<file path="config.mk">
export PLATFORM = sky130hd
export DESIGN_NAME = aes_block_loader_flat
export DESIGN_NICKNAME = d
export VERILOG_FILES = /design/src/rtl/aes_loader_pkg.sv /design/src/rtl/aes_loader_if.sv /design/src/rtl/aes_valid_pipe.sv /design/src/rtl/aes_block_loader.sv /design/src/flat_wrapper.sv
export SDC_FILE = /design/constraint.sdc
export NUM_CORES = 1
export LEC_CHECK = 0
export CAP_MARGIN = 20
export CORE_AREA = 2 2 227 229
export CTS_BUF_LIST = sky130_fd_sc_hd__clkbuf_2 sky130_fd_sc_hd__clkbuf_4 sky130_fd_sc_hd__clkbuf_8
export DETAILED_ROUTE_END_ITERATION = 7
export DIE_AREA = 0 0 229 231
export GPL_ROUTABILITY_DRIVEN = 0
export PLACE_DENSITY = 0.75
export SLEW_MARGIN = 20
export SYNTH_ARGS = -nofsm -noshare
export SYNTH_HDL_FRONTEND = slang
export SYNTH_SLANG_ARGS = --single-unit
</file>
<file path="constraint.sdc">
create_clock -name clk -period 1.9 [get_ports clk]
set_clock_uncertainty 0.05 [all_clocks]
set_input_delay 0.285 -clock clk [delete_from_list [all_inputs] [get_ports clk]]
set_output_delay 0.285 -clock clk [all_outputs]
set_load 0.02 [all_outputs]
</file>
<file path="src/rtl/aes_loader_pkg.sv">
// Shared types and constants for the AES-128 block loader.
// Holds the loader FSM states and default geometry.
package aes_loader_pkg;

  typedef enum logic [1:0] {
    WAIT_KEY = 2'd0,
    COLLECT  = 2'd1,
    ISSUE    = 2'd2
  } state_t;

  localparam int DEF_WORD_W       = 32;
  localparam int WORDS_PER_BLK    = 128 / DEF_WORD_W;
  localparam int DEF_CORE_LATENCY = 10;

endpackage

</file>
<file path="src/rtl/aes_loader_if.sv">
// Stream-side key/plaintext/ciphertext bundle of the AES loader.
// master drives words in; slave is the loader.
interface aes_loader_if #(
  parameter int WORD_W = 32
) ();

  logic              key_wr;
  logic [WORD_W-1:0] key_word;
  logic              in_valid;
  logic [WORD_W-1:0] in_word;
  logic              in_ready;
  logic              key_loaded;
  logic              key_err;
  logic              out_valid;
  logic [127:0]      out_block;

  modport master (
    output key_wr, key_word,
    output in_valid, in_word,
    input  in_ready, key_loaded,
    input  key_err, out_valid,
    input  out_block
  );

  modport slave (
    input  key_wr, key_word,
    input  in_valid, in_word,
    output in_ready, key_loaded,
    output key_err, out_valid,
    output out_block
  );

endinterface

</file>
<file path="src/rtl/aes_valid_pipe.sv">
// Fixed-depth 1-bit shift register tagging blocks
// through the AES core latency.
module aes_valid_pipe #(
  parameter int DEPTH = 10
) (
  input  logic clk,
  input  logic rst,
  input  logic din,
  output logic dout
);

  logic [DEPTH-1:0] stg;

  always_ff @(posedge clk) begin
    if (rst) begin
      stg <= '0;
    end else begin
      stg[0] <= din;
      for (int i = 1; i < DEPTH; i++)
        stg[i] <= stg[i-1];
    end
  end

  assign dout = stg[DEPTH-1];

endmodule

</file>
<file path="src/rtl/aes_block_loader.sv">
// Assembles key and plaintext words into 128-bit registers,
// issues blocks to the AES core and tags its output valid.
module aes_block_loader
  import aes_loader_pkg::*;
#(
  parameter int WORD_W       = DEF_WORD_W,
  parameter int CORE_LATENCY = DEF_CORE_LATENCY
) (
  input  logic         clk,
  input  logic         rst,
  aes_loader_if.slave  bus,
  output logic [127:0] core_data,
  output logic [127:0] core_key,
  input  logic [127:0] core_out
);

  localparam int NW = 128 / WORD_W;
  localparam int CW = (NW > 1) ? $clog2(NW) : 1;
  localparam logic [CW-1:0] LAST = CW'(NW - 1);

  state_t state, state_n;

  logic [CW-1:0] key_cnt;
  logic [CW-1:0] word_cnt;
  logic [127:0]  key_shift;
  logic [127:0]  blk_shift;
  logic [127:0]  key_asm;
  logic [127:0]  blk_asm;
  logic          key_loaded_q;
  logic          key_err_q;

  logic rdy;
  logic key_take;
  logic key_restart;
  logic blk_take;
  logic issue;
  logic err_n;

  assign key_asm = {key_shift[127-WORD_W:0], bus.key_word};
  assign blk_asm = {blk_shift[127-WORD_W:0], bus.in_word};

  always_comb begin
    state_n     = state;
    rdy         = 1'b0;
    key_take    = 1'b0;
    key_restart = 1'b0;
    blk_take    = 1'b0;
    issue       = 1'b0;
    err_n       = 1'b0;
    unique case (state)
      WAIT_KEY: begin
        if (bus.key_wr) begin
          key_take = 1'b1;
          if (key_cnt == LAST)
            state_n = COLLECT;
        end
      end
      COLLECT: begin
        rdy = !bus.key_wr;
        // a key write between blocks starts a new key
        if (bus.key_wr) begin
          if (word_cnt == '0) begin
            key_restart = 1'b1;
            state_n     = WAIT_KEY;
          end else begin
            err_n = 1'b1;
          end
        end else if (bus.in_valid) begin
          blk_take = 1'b1;
          if (word_cnt == LAST)
            state_n = ISSUE;
        end
      end
      ISSUE: begin
        issue   = 1'b1;
        err_n   = bus.key_wr;
        state_n = COLLECT;
      end
      default: state_n = WAIT_KEY;
    endcase
  end

  always_ff @(posedge clk) begin
    if (rst) state <= WAIT_KEY;
    else     state <= state_n;
  end

  always_ff @(posedge clk) begin
    if (rst) begin
      key_cnt      <= '0;
      word_cnt     <= '0;
      key_shift    <= '0;
      blk_shift    <= '0;
      core_key     <= '0;
      core_data    <= '0;
      key_loaded_q <= 1'b0;
      key_err_q    <= 1'b0;
    end else begin
      key_err_q <= err_n;
      if (key_take || key_restart)
        key_shift <= key_asm;
      if (key_take) begin
        if (key_cnt == LAST) begin
          key_cnt      <= '0;
          core_key     <= key_asm;
          key_loaded_q <= 1'b1;
        end else begin
          key_cnt <= key_cnt + 1'b1;
        end
      end
      if (key_restart) begin
        key_cnt      <= CW'(1);
        key_loaded_q <= 1'b0;
      end
      if (blk_take) begin
        blk_shift <= blk_asm;
        if (word_cnt == LAST) begin
          word_cnt  <= '0;
          core_data <= blk_asm;
        end else begin
          word_cnt <= word_cnt + 1'b1;
        end
      end
    end
  end

  aes_valid_pipe #(
    .DEPTH (CORE_LATENCY)
  ) u_vpipe (
    .clk  (clk),
    .rst  (rst),
    .din  (issue),
    .dout (bus.out_valid)
  );

  assign bus.in_ready   = rdy;
  assign bus.key_loaded = key_loaded_q;
  assign bus.key_err    = key_err_q;
  assign bus.out_block  = core_out;

endmodule

</file>
<file path="src/flat_wrapper.sv">
// flat-port wrapper written by rule: the top's interface ports become plain ports
module aes_block_loader_flat import aes_loader_pkg::*;
#(
  parameter int WORD_W       = DEF_WORD_W,
  parameter int CORE_LATENCY = DEF_CORE_LATENCY
)
  (clk, rst, core_data, core_key, core_out, bus_key_wr, bus_key_word, bus_in_valid, bus_in_word, bus_in_ready, bus_key_loaded, bus_key_err, bus_out_valid, bus_out_block);
  aes_loader_if #(.WORD_W(WORD_W)) bus_i ();
  input  logic clk;
  input  logic rst;
  output logic [127:0] core_data;
  output logic [127:0] core_key;
  input  logic [127:0] core_out;
  input wire logic [$bits(bus_i.key_wr)-1:0] bus_key_wr;
  input wire logic [$bits(bus_i.key_word)-1:0] bus_key_word;
  input wire logic [$bits(bus_i.in_valid)-1:0] bus_in_valid;
  input wire logic [$bits(bus_i.in_word)-1:0] bus_in_word;
  output wire logic [$bits(bus_i.in_ready)-1:0] bus_in_ready;
  output wire logic [$bits(bus_i.key_loaded)-1:0] bus_key_loaded;
  output wire logic [$bits(bus_i.key_err)-1:0] bus_key_err;
  output wire logic [$bits(bus_i.out_valid)-1:0] bus_out_valid;
  output wire logic [$bits(bus_i.out_block)-1:0] bus_out_block;
  assign bus_i.key_wr = bus_key_wr;
  assign bus_i.key_word = bus_key_word;
  assign bus_i.in_valid = bus_in_valid;
  assign bus_i.in_word = bus_in_word;
  assign bus_in_ready = bus_i.in_ready;
  assign bus_key_loaded = bus_i.key_loaded;
  assign bus_key_err = bus_i.key_err;
  assign bus_out_valid = bus_i.out_valid;
  assign bus_out_block = bus_i.out_block;
  aes_block_loader #(.WORD_W(WORD_W), .CORE_LATENCY(CORE_LATENCY)) u_core (.clk(clk), .rst(rst), .bus(bus_i), .core_data(core_data), .core_key(core_key), .core_out(core_out));
endmodule
</file>
### Yosys cells after proc, flatten, opt, wreduce, memory -nomap -nowiden

Cells that the tools add are included.

| word-level totals | value |
|---|---|
| register bits after elaboration | 466 |
| input port bits | 196 |
| word-level logic and storage cells | 55 |

| operators by class | value |
|---|---|
| add/subtract/negate cells | 2 |
| equal/unequal tests | 9 |
| multiplexer cells | 24 |
| reduce and logical (&&, ||, !) cells | 9 |

Operators by type and width:

| cell | count |
|---|---|
| $mux W2 | 8 |
| $mux W1 | 14 |
| $eq A2 B2 Y1 const B | 3 |
| $ne A3 B2 Y1 const B | 2 |
| $pmux W2 S3 | 1 |
| $reduce_and A5 Y1 | 1 |
| $add A2 B1 Y2 const B | 2 |
| $logic_not A2 Y1 | 2 |
| $reduce_and A2 Y1 | 2 |
| $ne A3 B3 Y1 const B | 1 |
| $eq A2 B1 Y1 const B | 1 |
| $ne A2 B1 Y1 const B | 1 |
| $ne A2 B2 Y1 const B | 1 |
| $pmux W1 S2 | 1 |
| $reduce_bool A2 Y1 | 1 |
| $reduce_or A2 Y1 | 1 |
| $logic_not A1 Y1 | 1 |
| $logic_or A1 B1 Y1 | 1 |

### Logic depth before layout (Yosys ltp)

Gate-level depths: netlist of run 1.

| logic depth | value |
|---|---|
| depth in word-level cells | 5 |
| mapped depth | 9 |
| mapped depth without buffers | 5 |

### Modules after synthesis

A second synthesis of run 1 with hierarchy kept.

| unflattened totals | value |
|---|---|
| cells, all modules | 2174 |
| area, all modules | 17426.7 um^2 |

Modules (own cells, without submodules):

| module | times used | cells each | area each (um^2) | sequential area each (um^2) |
|---|---|---|---|---|
| aes_block_loader | 1 | 2154 | 17164.0 | 9128.8 |
| aes_valid_pipe | 1 | 20 | 262.8 | 200.2 |

### Least setup slack after synthesis of run 1

OpenSTA, ideal clock, no wires.

| timing | value |
|---|---|
| kind | register -> register |
| start | register u_core.state[1] |
| end | register u_core.key_shift[55] |
| library setup time | 132 ps |
| arrival time | 1426 ps |
| path slack | 292 ps |
| stages on the path, launching flop included | 10 |
| clock period less this slack | 1608 ps |
| path through | dfxtp_1 inv_1 ha_1 buf_2 a21o_1 buf_2 buf_6 buf_4 nand3_1 a21oi_1 |

| on the way | value |
|---|---|
| longest elaborated chain between the ends | 3 |
| elaborated cells on any way between the ends | 5 |

Ends and longest elaborated chain:

| what | RTL line | text |
|---|---|---|
| start, declared | aes_block_loader.sv:21 | `state_t state, state_n;` |
| start signal, assigned | aes_block_loader.sv:85 | `else state <= state_n;` |
| $eq A2 B1 Y1 or $logic_not A2 Y1 (tied branches) | aes_block_loader.sv:50 | `unique case (state)` |
| $mux W1 | aes_block_loader.sv:50 |  |
| $logic_or A1 B1 Y1 * | aes_block_loader.sv:100 | `if (key_take \|\| key_restart)` |
| end signal, assigned | aes_block_loader.sv:101 | `key_shift <= key_asm;` |
| end, declared | aes_block_loader.sv:25 | `logic [127:0] key_shift;` |

Mark *: on every way between the ends. The rest lies on a longest branch, timed or not.
A chain may end at the register's enable or synchronous reset.

### Worst setup path after layout of run 1

| timing | value |
|---|---|
| start | register u_core.state[1] |
| end | output port bus_in_ready |

| on the way | value |
|---|---|
| longest elaborated chain between the ends | 2 |

Ends and longest elaborated chain:

| what | RTL line | text |
|---|---|---|
| $eq A2 B1 Y1 | aes_block_loader.sv:50 |  |
| $mux W1 | aes_block_loader.sv:50 |  |
| end, declared | flat_wrapper.sv:18 | `output wire logic [$bits(bus_i.in_ready)-1:0] bus_in_ready;` |

Every way passes these cells.

==> reports/qor.csv, run 1 <==
stage,metric,value,unit
cts,H-tree Lvls,3,
layout,area grow syn2layout,25.2,%
routing,Post-Route WL,51900,um
setup_path,crit-path leading delay family,flip-flops,
setup_path,CP Cell Sequence,inv_4 > ha_4 > buf_6 > nor2b_4 > buf_6,
synthesis,"count leader, synth",nand2_1,
timing,Tmin final,1.93,ns
setup_path,"Buf+Inv Stages, Crit Path",3,
cts,clock-pin slew on the worst setup and hold paths,0.06,ns
flow_run,max-cap violations,0,
timing,RSZ-0062 raised after global routing,true,
routing,Met2 Wirelength,24000,um
setup_path,CP endpoint kind,output pin,
setup_path,Reg2Reg Setup Slack,0.02,ns
routing,vias per cell,5.01,
synthesis,Mapped Cells,2175,
timing,Fmax,0.519,GHz
placed_design,port buffer count,327,
cts,Max clock buf depth,3,
layout,final net count,2540,
routing,initial DRC count,1100,
power_and_ir_drop,Leak Pwr,8.56,nW
setup_path,Setup crit start kind,register,
synthesis,post-synth top area share,53.3,%
routing,routed wl met3,5120,um
synthesis,Yosys reg bits,466,
setup_path,worst-path fanout max,3,
routing,Met1 Routed Length,20900,um
setup_path,cell count along the critical path,5,
placed_design,DP Wirelength,33700,um
global_routing,gr usage total,18.3,%
routing,Post-route DRC,0,
die,Core Area,50700,um^2
timing,final hold vios,0,
timing,final setup vio count,1,
timing,fin. max-slew vios,0,
setup_path,most frequent CP cell,buf_6,
setup_path,"Worst Path Class, Setup",reg2out,
die,initial core utilization,34.6,%
routing,DR WL/cell,16.9,um
synthesis,sequential fraction of the synthesis area,53.3,%
cts,CTS tree,done,
die,Die ar.,52900,um^2
outcome,violations in the final reports,setup timing,
power_and_ir_drop,Final Power,22.0,mW
die,I/O pins,584,
synthesis,Synth cell types,34,
global_routing,initial antenna violation count,3,
timing,Final period util,101,%
setup_path,crit path DAT,1.59,ns
synthesis,mean area per synthesized cell,8.05,um^2
routing,post-route ant nets,0,
setup_path,crit path to,bus_in_ready,
synthesis,Netlist Area Pre-Place,17500,um^2
setup_path,Crit Reg-Reg Endpoint,u_core.blk_shift[51]$_SDFFE_PP0P_,
routing,via count,15381,
layout,share of layout cells above drive strength 1,8.50,%
cts,Num CTS Buffers,77,
die,Die Span X,229,um
global_routing,grt total ovfl,0,
synthesis,Post-synth EDFFs,0,
worst_hold_path,Min-Delay Startpoint,bus_in_word[3],
setup_path,crit path from,u_core.state[1]$_SDFFE_PP0P_,
timing,final setup margin,-0.0257,ns
outcome,status,"finished, violations left",
routing,max layer used,met5,
cts,clock sink total,466,
timing,Worst Tran Pin Value,0.443,ns
setup_path,Crit-path slowest cell,dfxtp_4,
cts,latest clock arrival within the worst-skew pair,0.64,ns
synthesis,Synth area leaders,"dfxtp_1, nand2_1, a21oi_1, buf_4, nand3_1",
worst_hold_path,Hold Path Class,in2reg,
synthesis,ys flop type,dfxtp_1,
power_and_ir_drop,Peak VDD IR,0.862,mV
routing,First-pass DRT Iterations,5,
timing,slew margin rel.,70.2,%
power_and_ir_drop,pwr dens,1000,nW/um^2
setup_path,R2R depth,9,
synthesis,Syn Nets,2378,
global_routing,first-pass GRT wire length,77600,um
layout,Final Util,43.3,%
die,Die Height,231,um
synthesis,Yosys warning total,0,
global_routing,largest net degree at the start of global routing,98,
synthesis,post-synth top area cell,dfxtp_1,
setup_path,worst path required time,1.56,ns
global_routing,vias in the first global route,14263,
synthesis,ys async rst share,0,%
setup_path,origin of the critical flop-to-flop path,u_core.state[1]$_SDFFE_PP0P_,
setup_path,"slowest stage delay, CP",0.36,ns
cts,Root Driver,clkbuf_8,
die,Std-Cell Rows,83,
synthesis,synth cell count leaders,"nand2_1, dfxtp_1, a21oi_1",
[power by group]
part	switching, mW	internal, mW	leakage, nW
clock network	3.93	5.34	0.866
registers	0.214	10.0	3.76
logic	1.55	0.927	3.93
[state kept, by name, summed over array words and instances, names as in the netlist]
name                   count
u_core.core_data         128
u_core.u_vpipe.stg        10
u_core.key_shift          96
u_core.bus.key_loaded      1
u_core.state               2
u_core.bus.key_err         1
u_core.core_key          128
u_core.key_cnt             2
u_core.blk_shift          96
u_core.word_cnt            2
[worst min-delay path by stage]
stage | to | slack [ns] | cells past startpoint
floorplan | u_core.u_vpipe.stg[1]$_SDFF_PP0_ | 0.36 | 1
global placement | u_core.u_vpipe.stg[9]$_SDFF_PP0_ | 0.37 | 1
detailed placement | u_core.u_vpipe.stg[6]$_SDFF_PP0_ | 0.37 | 1
CTS | u_core.blk_shift[1]$_SDFFE_PP0P_ | 0.12 | 3
global route | u_core.core_key[25]$_SDFFE_PP0P_ | 0.16 | 3
finish | u_core.blk_shift[3]$_SDFFE_PP0P_ | 0.19 | 3
[through the flow]
stage	setup slack (ns)	instance area [um^2]	cells	TNS (ns)	hold slack [ns]
floorplan	0.292	17500	2175	0	0.364
global placement	0.0785	20300	2921	0	0.374
detailed placement	0.0212	20300	2921	0	0.374
CTS	-0.142	21700	3053	-0.142	0.118
global route	-0.139	21900	3068	-1.21	0.160
finish	-0.0257	21900	3069	-0.0257	0.188
[repair_timing]
item / 4_1_cts / 5_1_grt
endpoints found under the hold margin: 39 / 0
buffers inserted: 1 / 9
pin swaps: 0 / 2
resized for setup: 267 / 21
hold buffers: 2 / 0
cloned: 0 / 5
endpoints found under the setup margin: 260 / 100
[layout by cell type, fill, tap and decap left out, types with 5 or more instances in the layout]
cell	n
a21oi_1	450
buf_12	23
buf_4	24
buf_6	7
clkbuf_4	19
clkbuf_8	100
clkdlybuf4s50_1	65
clkinv_2	5
dfxtp_1	464
dlygate4sd2_1	259
ha_1	6
nand2_1	711
nand3_1	96
nor2b_1	10
o21ai_0	89
o21ai_1	10
[tightest hold or removal path: stages]
cell and delay [ns]:
clkdlybuf4s50_1 0.42, nand2_1 0.07, a21oi_1 0.05
[final cells by class]
class | instances | area [um^2]
Inverter | 6 | 25.0
Timing Repair Buffer | 385 | 3770
Tap cell | 680 | 851
Antenna cell | 2 | 5.00
Multi-Input combinational cell | 1401 | 6310
Fill cell | 5023 | 28700
Clock buffer | 119 | 1520
Clock inverter | 10 | 118
Sequential cell | 466 | 9330
[per-layer routing]
layer  vias to the layer above  GRT usage (%)
met3                       122           7.15
met5                         -          0.643
met4                         4           8.14
li1                       7346              -
met2                       674           29.2
met1                      7235           21.7
[cells by family after synthesis]
group	count (synthesis)	synth area share, %
AND/OR/NAND/NOR	835	19.0
AO/OA/AOI/OAI	558	16.1
flip-flops	466	53.3
buffers and inverters	308	11.1
adder cells (fa/ha/maj)	7	0.500
multiplexers	1	0.0572
Note: power is estimated with default switching activity, not from simulation.
==> run 2: changes to the inputs <==
--- a/config.mk
+++ b/config.mk
@@ -12,6 +12,7 @@
 export DIE_AREA = 0 0 229 231
 export GPL_ROUTABILITY_DRIVEN = 0
 export PLACE_DENSITY = 0.75
+export SKIP_CTS_REPAIR_TIMING = 1
 export SLEW_MARGIN = 20
 export SYNTH_ARGS = -nofsm -noshare
 export SYNTH_HDL_FRONTEND = slang
==> run 2 against run 1 <==
The flow still finishes with violations (setup timing). Critical path depth did not move. Worst setup slack worse by 0.033 ns. Final cell count is 0.23% lower. Largest power group unchanged. Highest routed layer unchanged.
==> reports/qor.csv, run 2 (synthesized netlist as in run 1, its figures left out) <==
stage,metric,value,unit
timing,final setup vio count,1,
power_and_ir_drop,Pint,16.3,mW
timing,total negative setup slack,-0.0589,ns
power_and_ir_drop,Clk pwr share,42.2,%
timing,Final period util,103,%
die,Std-Cell Rows,83,
placed_design,Place WS,0.0212,ns
setup_path,CP Cell Sequence,inv_2 > ha_4 > buf_4 > nor2b_4 > buf_6,
routing,vias per cell,5.01,
cts,CTS tree,done,
global_routing,grt total ovfl,0,
die,Core Area,50700,um^2
placed_design,port buffer count,327,
die,initial core utilization,34.6,%
cts,Root Driver,clkbuf_8,
power_and_ir_drop,pwr dens,965,nW/um^2
setup_path,"Worst Path Class, Setup",reg2out,
power_and_ir_drop,Sw Share,26.0,%
setup_path,Setup crit start kind,register,
outcome,violations in the final reports,setup timing,
die,Die Height,231,um
power_and_ir_drop,combinational power share,11.3,%
layout,most frequent cells in the layout,"nand2_1, dfxtp_1, a21oi_1",
timing,fin. max-slew vios,0,
placed_design,placed cells,2921,
placed_design,DP Wirelength,33700,um
power_and_ir_drop,Peak VDD IR,0.867,mV
timing,Tmin final,1.96,ns
setup_path,Crit-path slowest cell,dfxtp_2,
layout,Final Util,45.0,%
timing,final hold vios,0,
timing,slew margin rel.,69.0,%
layout,final net count,2533,
layout,top flop regs,"u_core.core_data (128), u_core.core_key (128)",
global_routing,largest net degree at the start of global routing,98,
global_routing,first-pass GRT wire length,77500,um
layout,Layout Cells excl Fill,3062,
layout,Final Instance Area,22800,um^2
global_routing,gr usage total,18.2,%
placed_design,placed inst area,20300,um^2
layout,area grow syn2layout,30.2,%
setup_path,"slowest stage delay, CP",0.33,ns
cts,clock-pin slew on the worst setup and hold paths,0.06,ns
layout,Fillers,4781,
cts,H-tree Lvls,3,
setup_path,worst path required time,1.56,ns
die,Die ar.,52900,um^2
routing,initial DRC count,1133,
layout,share of layout cells above drive strength 1,8.15,%
cts,Num CTS Buffers,77,
cts,latest clock arrival within the worst-skew pair,0.64,ns
setup_path,worst-path fanout max,4,
routing,First-pass DRT Iterations,6,
power_and_ir_drop,Psw,5.72,mW
cts,Max clock buf depth,3,
global_routing,vias in the first global route,14241,
timing,Hold Worst Slack,0.186,ns
routing,post-route ant nets,0,
routing,via count,15353,
routing,Post-route DRC,0,
outcome,status,"finished, violations left",
routing,DR WL/cell,17.2,um
timing,RSZ-0062 raised after global routing,true,
worst_hold_path,Hold Path Class,in2reg,
timing,final setup margin,-0.0589,ns
setup_path,crit path DAT,1.62,ns
layout,"commonest non-fill, non-tap cell in the layout",nand2_1,
global_routing,initial antenna violation count,3,
power_and_ir_drop,Seq pwr share,46.6,%
cts,clock sink total,466,
power_and_ir_drop,Leak Pwr,12.1,nW
power_and_ir_drop,Final Power,22.0,mW
timing,Fmax,0.510,GHz
setup_path,CP endpoint kind,output pin,
timing,Worst Tran Pin Value,0.465,ns
die,Die Span X,229,um
die,I/O pins,584,
flow_run,max-cap violations,0,
routing,Post-Route WL,52600,um
run 2: cell types whose count changed in the layout (fill, tap and decap cells not counted), sizes merged:
cell          delta
clkbuf           -3
dlymetal6s2s   +259
dlygate4sd2    -259
buf              -4
run 2: layer usage:
metal | global-route usage, % | routed length [um] | vias to the layer above | share of wire (%)
li1 | - | - | 7330 | -
met2 | 29.1 | 24700 | 672 | 47
met5 | 0 | 13 | - | 0.025
met3 | 7.24 | 5230 | 116 | 9.9
met4 | 8.06 | 1890 | 2 | 3.6
met1 | 21.7 | 20800 | 7233 | 40
run 2: final timing paths:
check,from,to,slack (ns),cells after the start
worst max-delay path,u_core.state[1]$_SDFFE_PP0P_,bus_in_ready,-0.06,5
worst min-delay path,bus_key_word[11],u_core.core_key[11]$_SDFFE_PP0P_,0.19,3
worst min register to register,u_core.u_vpipe.stg[4]$_SDFF_PP0_,u_core.u_vpipe.stg[5]$_SDFF_PP0_,0.35,1
worst max register to register,u_core.state[0]$_SDFFE_PP0P_,u_core.key_shift[10]$_SDFFE_PP0P_,0.10,9
run 2: cell type report:
class	instances	area, um^2	area share (%)
antenna	2	5.00	0.0220
sequential	466	9330	40.9
inverter	6	22.5	0.0988
clock inverter	10	118	0.516
multi-input combinational	1401	6300	27.6
timing repair buffer	378	4650	20.4
tap	680	851	3.73
clock buffer	119	1520	6.66
run 2: power by group through the flow:
stage	sequential [mW]	combinational (mW)	clock, mW
final	10.2	2.48	9.28
after global routing	10.3	2.67	9.91
after CTS	10.2	2.10	9.47
after detailed placement	10.4	2.09	0
after global placement	10.4	2.07	0
after floorplan	10.4	1.72	0
run 2: worst max-delay path: cells and delay by family (launching register included):
family,cells,cell delay [ns]
buf+inv,3,0.34
flops,1,0.33
simple gates,1,0.19
fa+ha+maj,1,0.13
